<file path="src/rtl/pcie_pkg.sv">
// pcie_pkg: shared FSM encoding and data-word field positions for pcie_switch_n
package pcie_pkg;
    typedef enum logic [1:0] {ST_RESET, ST_INIT, ST_IDLE, ST_ACTIVE} state_t;
    function automatic int cls_msb(input int data_w);
        return data_w - 1;
    endfunction
    function automatic int dst_msb(input int data_w, input int cls_w);
        return data_w - 1 - cls_w;
    endfunction
endpackage

</file>
<file path="src/rtl/pcie_switch_n_fifo.sv">
// fifo_fwft: first-word-fall-through FIFO; head valid while count != 0
// ports: clk, reset (sync, high), wr/din push, rd pop, dout head, count occupancy
module fifo_fwft #(
    parameter int DATA_W = 12,
    parameter int DEPTH  = 8
) (
    input  logic                   clk,
    input  logic                   reset,
    input  logic                   wr,
    input  logic [DATA_W-1:0]      din,
    input  logic                   rd,
    output logic [DATA_W-1:0]      dout,
    output logic [$clog2(DEPTH):0] count
);
    localparam int AW = $clog2(DEPTH);
    logic [DATA_W-1:0] mem [DEPTH];
    logic [AW-1:0] wp, rp;
    logic do_wr, do_rd;
    assign do_wr = wr && count != (AW+1)'(DEPTH);
    assign do_rd = rd && count != '0;
    assign dout = mem[rp];
    always_ff @(posedge clk) begin
        if (do_wr) mem[wp] <= din;
        if (reset) begin
            wp <= '0;
            rp <= '0;
            count <= '0;
        end else begin
            wp <= wp + AW'(do_wr);
            rp <= rp + AW'(do_rd);
            count <= count + (AW+1)'(do_wr) - (AW+1)'(do_rd);
        end
    end
endmodule

</file>
<file path="src/rtl/pcie_switch_n.sv">
// pcie_switch_n: class-to-destination word switch with round-robin arbiter
// ports: clk, reset; init/umbral_L/umbral_H threshold programming; push/data_in/in_full input side;
// pop/data_out/empty/almost_empty destination side; req/idx/cnt_data/cnt_valid pop counters; idle, error
module pcie_switch_n
    import pcie_pkg::*;
#(
    parameter int N_CH   = 4,
    parameter int DATA_W = 12,
    parameter int DEPTH  = 8,
    parameter int CNT_W  = 8
) (
    input  logic                     clk,
    input  logic                     reset,
    input  logic                     init,
    input  logic [$clog2(DEPTH):0]   umbral_L,
    input  logic [$clog2(DEPTH):0]   umbral_H,
    input  logic                     push,
    input  logic [DATA_W-1:0]        data_in,
    output logic                     in_full,
    input  logic [N_CH-1:0]          pop,
    output logic [N_CH*DATA_W-1:0]   data_out,
    output logic [N_CH-1:0]          empty,
    output logic [N_CH-1:0]          almost_empty,
    input  logic                     req,
    input  logic [$clog2(N_CH)-1:0]  idx,
    output logic [CNT_W-1:0]         cnt_data,
    output logic                     cnt_valid,
    output logic                     idle,
    output logic                     error
);
    localparam int CLS_W = $clog2(N_CH);
    localparam int TH_W = $clog2(DEPTH) + 1;
    localparam int CLS_MSB = cls_msb(DATA_W);
    localparam int DST_MSB = dst_msb(DATA_W, CLS_W);
    state_t state, state_nx;
    logic [DATA_W-1:0] cf_dout [N_CH];
    logic [TH_W-1:0] cf_count [N_CH];
    logic [TH_W-1:0] df_count [N_CH];
    logic [CLS_W-1:0] head_dst [N_CH];
    logic [N_CH-1:0] cf_full, cf_empty, cf_wr, cf_rd, df_wr, pop_ok, elig;
    logic [CLS_W-1:0] cls_in, last, gnt;
    logic [DATA_W-1:0] gnt_word;
    logic [TH_W-1:0] th_l, th_h;
    logic [CNT_W-1:0] cnt [N_CH];
    logic gnt_vld, arb_en, any_ne;
    assign cls_in = data_in[CLS_MSB -: CLS_W];
    assign in_full = cf_full[cls_in];
    assign gnt_word = cf_dout[gnt];
    assign any_ne = !(&cf_empty && &empty);
    for (genvar i = 0; i < N_CH; i++) begin : g_ch
        fifo_fwft #(.DATA_W(DATA_W), .DEPTH(DEPTH)) u_cf (
            .clk(clk), .reset(reset), .wr(cf_wr[i]), .din(data_in), .rd(cf_rd[i]),
            .dout(cf_dout[i]), .count(cf_count[i])
        );
        fifo_fwft #(.DATA_W(DATA_W), .DEPTH(DEPTH)) u_df (
            .clk(clk), .reset(reset), .wr(df_wr[i]), .din(gnt_word), .rd(pop_ok[i]),
            .dout(data_out[i*DATA_W +: DATA_W]), .count(df_count[i])
        );
        assign cf_empty[i] = cf_count[i] == '0;
        assign cf_full[i] = cf_count[i] == TH_W'(DEPTH);
        assign empty[i] = df_count[i] == '0;
        assign almost_empty[i] = df_count[i] <= th_l;
        assign head_dst[i] = cf_dout[i][DST_MSB -: CLS_W];
        assign elig[i] = arb_en && !cf_empty[i] && df_count[head_dst[i]] < th_h;
        assign cf_wr[i] = push && cls_in == CLS_W'(i) && !cf_full[i];
        assign cf_rd[i] = gnt_vld && gnt == CLS_W'(i);
        assign df_wr[i] = gnt_vld && head_dst[gnt] == CLS_W'(i);
        assign pop_ok[i] = pop[i] && !empty[i];
    end
    // Scan downward so the candidate nearest to last+1 wins; k=N_CH wraps to last itself.
    always_comb begin
        gnt_vld = 1'b0;
        gnt = last;
        for (int k = N_CH; k >= 1; k--)
            if (elig[last + CLS_W'(k)]) begin
                gnt_vld = 1'b1;
                gnt = last + CLS_W'(k);
            end
    end
    always_comb begin
        state_nx = state;
        idle = state == ST_IDLE;
        arb_en = state == ST_IDLE || state == ST_ACTIVE;
        case (state)
            ST_RESET:  state_nx = ST_INIT;
            ST_INIT:   state_nx = init ? ST_INIT : ST_IDLE;
            ST_IDLE:   state_nx = init ? ST_INIT : any_ne ? ST_ACTIVE : ST_IDLE;
            ST_ACTIVE: state_nx = init ? ST_INIT : any_ne ? ST_ACTIVE : ST_IDLE;
            default:   state_nx = ST_RESET;
        endcase
    end
    always_ff @(posedge clk) begin
        if (reset) begin
            state <= ST_RESET;
            last <= CLS_W'(N_CH - 1);
            th_l <= TH_W'(1);
            th_h <= TH_W'(DEPTH - 1);
            cnt <= '{default: '0};
            cnt_data <= '0;
            cnt_valid <= 1'b0;
            error <= 1'b0;
        end else begin
            state <= state_nx;
            if (gnt_vld) last <= gnt;
            if (state == ST_INIT && umbral_L < umbral_H && umbral_H <= TH_W'(DEPTH - 1)) begin
                th_l <= umbral_L;
                th_h <= umbral_H;
            end
            for (int i = 0; i < N_CH; i++)
                if (pop_ok[i]) cnt[i] <= cnt[i] + CNT_W'(1);
            cnt_valid <= req && idle;
            if (req && idle) cnt_data <= cnt[idx];
            if ((push && in_full) || |(pop & empty)) error <= 1'b1;
        end
    end
endmodule

</file>
<file path="config.mk">
export PLATFORM = sky130hd
export DESIGN_NAME = pcie_switch_n
export DESIGN_NICKNAME = d
export VERILOG_FILES = /design/src/rtl/pcie_pkg.sv /design/src/rtl/pcie_switch_n_fifo.sv /design/src/rtl/pcie_switch_n.sv
export SDC_FILE = /design/constraint.sdc
export NUM_CORES = 1
export LEC_CHECK = 0
export CAP_MARGIN = 20
export CELL_PAD_IN_SITES_DETAIL_PLACEMENT = 1
export CELL_PAD_IN_SITES_GLOBAL_PLACEMENT = 2
export CORE_MARGIN = 10
export CORE_UTILIZATION = 47
export DETAILED_ROUTE_END_ITERATION = 12
export HOLD_SLACK_MARGIN = 0.1
export PLACE_DENSITY = 0.88
export RECOVER_POWER = 50
export SYNTH_ARGS = -nofsm -noshare
export SYNTH_HDL_FRONTEND = slang
export SYNTH_SLANG_ARGS = --single-unit
</file>
<file path="constraint.sdc">
create_clock -name clk -period 7.8 [get_ports clk]
set_input_delay 1.17 -clock clk [delete_from_list [all_inputs] [get_ports clk]]
set_output_delay 1.17 -clock clk [all_outputs]
set_load 0.02 [all_outputs]
</file>
==> results of run 1 <==
tightest hold or removal path, stage by stage, from the launching register on:
cell	delay [ns]
dfxtp_1	0.31
nand2_1	0.05
a21oi_1	0.05
area by class of cell:
cell class	instances	share of cell area (%)
Multi-Input combinational cell	1099	26.45
Tap cell	1050	3.014
Clock inverter	59	1.610
Timing Repair Buffer	200	3.596
Sequential cell	902	59.06
Clock buffer	116	5.674
Antenna cell	3	0.01722
Inverter	67	0.5826
logic make-up after synthesis:
group / Yosys count / share of synthesized area, %
AO/OA/AOI/OAI: 148 / 2.542
XOR/XNOR: 52 / 1.205
adder cells (fa/ha/maj): 123 / 4.231
buffers and inverters: 170 / 1.788
flip-flops: 902 / 68.11
multiplexers: 345 / 16.00
AND/OR/NAND/NOR: 431 / 6.127
per-layer routing:
metal | part of all wire (%) | global-route usage (%) | vias up | routed length (µm)
met5 | 0 | 0 | - | 0
met4 | 2.6 | 5.954 | 0 | 2451
met3 | 5.9 | 3.446 | 160 | 5551
met2 | 52 | 35.92 | 615 | 48910
met1 | 39 | 25.50 | 10780 | 36620
li1 | - | - | 8923 | -
worst max-delay path by stage:
stage | startpoint | end | slack [ns] | cells past startpoint
6_report | g_ch[2].u_cf.rp[0] | g_ch[0].u_df.count[2] | 1.0 | 22
5_1_grt | g_ch[0].u_cf.rp[0] | g_ch[0].u_df.count[2] | 0.46 | 21
4_1_cts | g_ch[0].u_cf.rp[0] | g_ch[0].u_df.count[2] | 1.10 | 21
3_5_place_dp | g_ch[0].u_cf.rp[0] | g_ch[0].u_df.count[2] | 1.16 | 21
3_3_place_gp | g_ch[0].u_cf.rp[0] | g_ch[2].u_df.count[2] | 1.46 | 21
2_1_floorplan | g_ch[2].u_cf.rp[0] | g_ch[2].u_df.mem[2][0] | 2.21 | 18
stage by stage:
step | hold WS (ns) | worst slack, ns
after floorplan | 0.4550 | 2.213
after global placement | 0.4516 | 1.457
after detailed placement | 0.4519 | 1.165
after CTS | 0.4606 | 1.100
after global routing | 0.4779 | 0.4622
final | 0.4533 | 0.9960
flip-flops by register name, indices dropped and copies added (netlist names), 8 cells and up:
| signal | flops |
|---|---|
| cnt | 32 |
| cnt_data | 8 |
| g_ch.u_cf.count | 16 |
| g_ch.u_cf.mem | 384 |
| g_ch.u_cf.rp | 12 |
| g_ch.u_cf.wp | 12 |
| g_ch.u_df.count | 16 |
| g_ch.u_df.mem | 384 |
| g_ch.u_df.rp | 12 |
| g_ch.u_df.wp | 12 |
power breakdown:
group / internal, mW / switching [mW] / leakage (nW)
clock: 2.65 / 1.93 / 1.53
sequential: 5.89 / 0.223 / 8.00
combinational: 1.39 / 2.24 / 4.58
cell usage after synthesis, types with 52 or more instances:
library cell and count:
edfxtp_1 768, nor2b_1 52, nand2_1 56, inv_1 65
clkbuf_1 62, mux4_2 199, mux2i_1 82, mux2_2 61
nor2_1 145, ha_1 115, a21oi_1 63, dfxtp_1 134
==> results.sh, run 1 <==
export IMPL_setup_violations=0
export IMPL_min_period_ns=6.804
export IMPL_path_buf_inv=3
export IMPL_setup_tns_ns=0
export IMPL_hold_depth=2
export IMPL_min_from="cnt_data[2]"
export IMPL_overflow=0
export IMPL_drc=0
export IMPL_postCtsSetupRepairBufs=0
export IMPL_cp_start_kind="register"
export IMPL_hpwl_mm=59.17
export IMPL_num_rows=103
export IMPL_synth_cells=2171
export IMPL_n_fill_cell=7251
export IMPL_arrival_ns=7.23
export IMPL_netlist_top_cells_area="edfxtp_1 (61%), mux4_2 (12%), dfxtp_1 (7.1%), ha_1 (3.8%), mux2i_1 (2.2%)"
export IMPL_crit_type="register to register"
export IMPL_first_pass_iters=6
export IMPL_routedWlPerCell_um=26.75
export IMPL_ys_ff_latch=902
export IMPL_core_area_um2=79390
export IMPL_synth_edf_count=768
export IMPL_r2r_start="g_ch[2].u_cf.rp[0]"
export IMPL_cp_cell_sequence="mux4_2, mux2i_1, buf_4, nor2_1, a211oi_1, a21oi_1, ha_1, a21o_1, nand2_1, and4_1, a22o_1, or3_1, a21boi_0, a211oi_1, a2bb2oi_4, inv_2, nor3_1, ha_1, inv_1, fa_1, xor2_1, nor2_1"
export IMPL_dieArea_um2=92160
export IMPL_placed_cells=3310
export IMPL_final_common_cell="edfxtp_1"
export IMPL_clockRootBuffer="clkbuf_16"
export IMPL_die_width_um=303.6
export IMPL_ant_nets=0
export IMPL_synthesis_nets=2325
export IMPL_reg2reg_slack_ns=1.0
export IMPL_maxCapViolCount=7
export IMPL_worst_pin_slew_ns=3.805
export IMPL_slowest_delay_ns=0.73
export IMPL_synthesis_area_um2=37800
export IMPL_r2r_end="g_ch[0].u_df.count[2]"
export IMPL_slew_headroom_pct=-153.7
export IMPL_grt_pass1_vias=22520
export IMPL_gp_congestion=0.8939
export IMPL_grt_max_degree=73
export IMPL_hold_viol=0
export IMPL_multi_input_area_um2=11530
export IMPL_yosysTopAreaCell="edfxtp_1"
export IMPL_clkTransAtPathRegs_ns=0.06
export IMPL_cts_resized=0
export IMPL_finalNonFillerCells=3496
export IMPL_synth_distinct_cells=64
export IMPL_syn_area_per_cell_um2=17.41
export IMPL_irDropWorstVdd_v=0.0002546
export IMPL_cts_tree="yes"
export IMPL_power_total_mw=14.32
export IMPL_power_density_nw_per_um2=328.6
export IMPL_fin_util_pct=54.92
export IMPL_reg2regPathDepth=22
export IMPL_initial_core_util_pct=47.61
export IMPL_clock_latency_ns=0.67
export IMPL_cts_made_buffers=93
export IMPL_cts_path_max_buffers=3
export IMPL_power_leakage_nw=14.11
export IMPL_drive_gt1_share_pct=21.12
export IMPL_grt_pass1_wl_mm=142.0
export IMPL_path_max_fanout=50
export IMPL_cp_top_family="compound AO/OA/AOI/OAI gates"
export IMPL_antenna_found_initial=3
export IMPL_max_freq_mhz=147.0
export IMPL_drt_vias_per_instance=5.858
export IMPL_dr_first_iter_drc_count=1537
export IMPL_regArea_um2=25750
export IMPL_synthFlopType="edfxtp_1"
export IMPL_wl_mm=93.53
export IMPL_clock_sinks=902
export IMPL_outcome="complete, but fails checks"
export IMPL_post_dp_cell_area_um2=40570
export IMPL_min_path_type="register to register"
export IMPL_ioPinCount=99
export IMPL_post_route_period_util_pct=87.23
export IMPL_hold_end="cnt_data[2]"
export IMPL_worstPathRequired_ns=8.22
export IMPL_layout_common_cells="edfxtp_1 (768), mux4_2 (199), nor2_1 (143), dfxtp_1 (132), ha_1 (115)"
export IMPL_cts_hold_buffers=0
export IMPL_yosys_area_top_type_share_pct=61.01
export IMPL_slowest_stage="a2bb2oi_4"
export IMPL_yosysSeqAreaShare_pct=68.11
export IMPL_dr_total_vias=20480
export IMPL_async_flop_share_pct=0
export IMPL_port_buffers=98
export IMPL_rsz0062_at_grt="false"
export IMPL_h_tree_depth=3
export IMPL_grtUsageTotal_pct=20.35
export IMPL_final_area_um2=43600
export IMPL_cp_end_kind="register"
export IMPL_yosys_warnings=0
export IMPL_area_delta_synth_final_pct=15.34
export IMPL_slew_viol_final=265
export IMPL_fin_skew_ns=0.03075
export IMPL_fin_nets=2517
export IMPL_die_h_um=303.6
export IMPL_violations="capacitance limit, slew limit"
(Power assumes the default switching activity.)
==> inputs of run 2 (changes only) <==
--- a/config.mk
+++ b/config.mk
@@ -11,6 +11,7 @@
 export CORE_MARGIN = 10
 export CORE_UTILIZATION = 47
 export DETAILED_ROUTE_END_ITERATION = 12
+export GPL_TIMING_DRIVEN = 0
 export HOLD_SLACK_MARGIN = 0.1
 export PLACE_DENSITY = 0.88
 export RECOVER_POWER = 50
==> run 2 against run 1 <==
The run still ends with capacitance limit, slew limit left. Combinational power rose by 6.3%. Flip-flop and latch count did not move. Sequential share of layout area decreased by 0.67 points. Non-clock buffer count rose by 82. Wire length up 4.7%. Maximum frequency is 1.5% lower. Core utilization rose by 0.63 points. Critical path type unchanged.
==> results.sh, run 2 (synthesized netlist as in run 1, its figures left out) <==
export IMPL_violations="capacitance limit, slew limit"
export IMPL_worst_slack_ns=0.8911
export IMPL_cp_cell_sequence="buf_2, mux4_2, mux2i_1, clkbuf_1, nor2_1, a21oi_1, a21oi_1, ha_1, a21o_1, nand2_1, and4_1, a22o_1, or3_1, a21boi_0, a211oi_1, a2bb2oi_4, inv_2, buf_6, nor3_1, ha_1, inv_1, fa_1, xor2_1, nor2_1"
export IMPL_min_path_type="register to register"
export IMPL_switching_share_pct=31.10
export IMPL_crit_type="register to register"
export IMPL_cp_end_kind="register"
export IMPL_worstPathRequired_ns=8.30
export IMPL_finalNonFillerCells=3578
export IMPL_placed_cells=3379
export IMPL_cts_hold_buffers=0
export IMPL_post_route_period_util_pct=88.58
export IMPL_seq_power_share_pct=41.4
export IMPL_drc=0
export IMPL_internal_power_mw=10.06
export IMPL_initial_core_util_pct=47.61
export IMPL_grtUsageTotal_pct=21.27
export IMPL_n_fill_cell=7272
export IMPL_die_h_um=303.6
export IMPL_first_pass_iters=5
export IMPL_grt_max_degree=42
export IMPL_multi_input_area_um2=11590
export IMPL_dr_total_vias=21060
export IMPL_postCtsSetupRepairBufs=0
export IMPL_combPwrFrac_pct=26.4
export IMPL_slew_headroom_pct=-32.13
export IMPL_p_sw_mw=4.542
export IMPL_slowest_delay_ns=0.61
export IMPL_cts_path_max_buffers=3
export IMPL_gp_congestion=0.8879
export IMPL_rsz0062_at_grt="false"
export IMPL_irDropWorstVdd_v=0.0003379
export IMPL_layout_common_cells="edfxtp_1 (768), mux4_2 (199), nor2_1 (145), dfxtp_1 (134), clkbuf_1 (119)"
export IMPL_diodes=0
export IMPL_area_delta_synth_final_pct=16.65
export IMPL_worst_pin_slew_ns=1.982
export IMPL_num_rows=103
export IMPL_regArea_um2=25740
export IMPL_max_freq_mhz=144.7
export IMPL_dr_first_iter_drc_count=1649
export IMPL_clkTransAtPathRegs_ns=0.06
export IMPL_ant_nets=0
export IMPL_slowest_stage="mux2i_1"
export IMPL_cp_start_kind="register"
export IMPL_wl_mm=97.92
export IMPL_slew_viol_final=38
export IMPL_clockRootBuffer="clkbuf_16"
export IMPL_routedWlPerCell_um=27.37
export IMPL_outcome="complete, but fails checks"
export IMPL_path_max_fanout=41
export IMPL_min_period_ns=6.909
export IMPL_fin_nets=2601
export IMPL_arrival_ns=7.41
export IMPL_cts_resized=0
export IMPL_core_area_um2=79390
export IMPL_power_density_nw_per_um2=331.3
export IMPL_die_width_um=303.6
export IMPL_setup_tns_ns=0
export IMPL_power_frac_clock_pct=32.2
export IMPL_power_leakage_nw=14.28
export IMPL_antenna_found_initial=3
export IMPL_port_buffers=95
export IMPL_largest_registers="g_ch.u_cf.mem x384, g_ch.u_df.mem x384, cnt x32"
export IMPL_hold_viol=0
export IMPL_h_tree_depth=3
export IMPL_cts_made_buffers=95
export IMPL_clock_sinks=902
export IMPL_hpwl_mm=66.70
export IMPL_drive_gt1_share_pct=20.02
export IMPL_ioPinCount=99
export IMPL_drt_vias_per_instance=5.885
export IMPL_dieArea_um2=92160
export IMPL_overflow=0
export IMPL_cts_tree="yes"
export IMPL_setup_violations=0
export IMPL_fin_skew_ns=0.06746
export IMPL_grt_pass1_wl_mm=146.9
export IMPL_power_total_mw=14.61
export IMPL_pre_cts_slack_ns=1.036
export IMPL_clock_latency_ns=0.68
export IMPL_fin_util_pct=55.54
export IMPL_final_common_cell="edfxtp_1"
export IMPL_maxCapViolCount=1
export IMPL_grt_pass1_vias=22830
[run 2: cell count changes in the layout (fill, tap and decap cells not counted), sizes merged, moves of 3 or more]
cell,before,now
diode,3,0
inv,72,69
clkinvlp,8,5
bufinv,11,15
clkbuf,164,214
buf,55,78
clkinv,35,52
[run 2: worst paths after layout]
check	from	endpoint	slack (ns)	depth (start not counted)
min	cnt_data[1]	cnt_data[1]	0.46	2
min reg2reg	cnt_data[1]	cnt_data[1]	0.46	2
max reg2reg	g_ch[2].u_cf.rp[0]	g_ch[0].u_df.count[2]	0.89	24
max	g_ch[2].u_cf.rp[0]	g_ch[0].u_df.count[2]	0.89	24
[run 2: power groups by stage]
stage	Sequential, mW	Clock, mW	Combinational, mW
global placement	6.13	0	3.55
global route	6.06	4.96	4.17
detailed placement	6.15	0	3.90
finish	6.05	4.70	3.86
floorplan	6.06	0	2.33
CTS	6.05	4.76	3.93
[run 2: area by class of cell]
| class | count | share of cell area [%] |
|---|---|---|
| plain buffers | 103 | 0.9563 |
| clock buffers | 104 | 5.468 |
| clock inverters | 74 | 1.989 |
| repair buffers | 179 | 3.360 |
| well taps | 1050 | 2.980 |
| inverters | 67 | 0.5761 |
| flip-flops and latches | 902 | 58.39 |
| multi-input cells | 1099 | 26.28 |
[run 2: per-layer routing]
layer / GRT usage, % / up-vias / share of wire (%)
met5: 0 / - / 0
met3: 2.714 / 171 / 4.6
met2: 38.45 / 631 / 54
met4: 6.409 / 0 / 2.7
met1: 26.37 / 11150 / 39
li1: - / 9107 / -
[run 2: critical path, delay by kind of cell (launching register included)]
family | cells | cell delay (ns)
AO/OA/AOI/OAI | 7 | 1.55
AND/OR/NAND/NOR | 6 | 1.15
XOR/XNOR | 1 | 0.17
multiplexers | 2 | 1.20
flip-flops | 1 | 0.33
buffers and inverters | 5 | 1.32
adder cells (fa/ha/maj) | 3 | 0.99
[run 2: stage by stage]
| stage | instance area, µm² | hold slack, ns |
|---|---|---|
| 6_report | 44090 | 0.4569 |
| 3_3_place_gp | 40060 | 0.4501 |
| 3_5_place_dp | 40990 | 0.4593 |
| 4_1_cts | 44280 | 0.4705 |
| 5_1_grt | 44090 | 0.4797 |
| 2_1_floorplan | 37800 | 0.4550 |
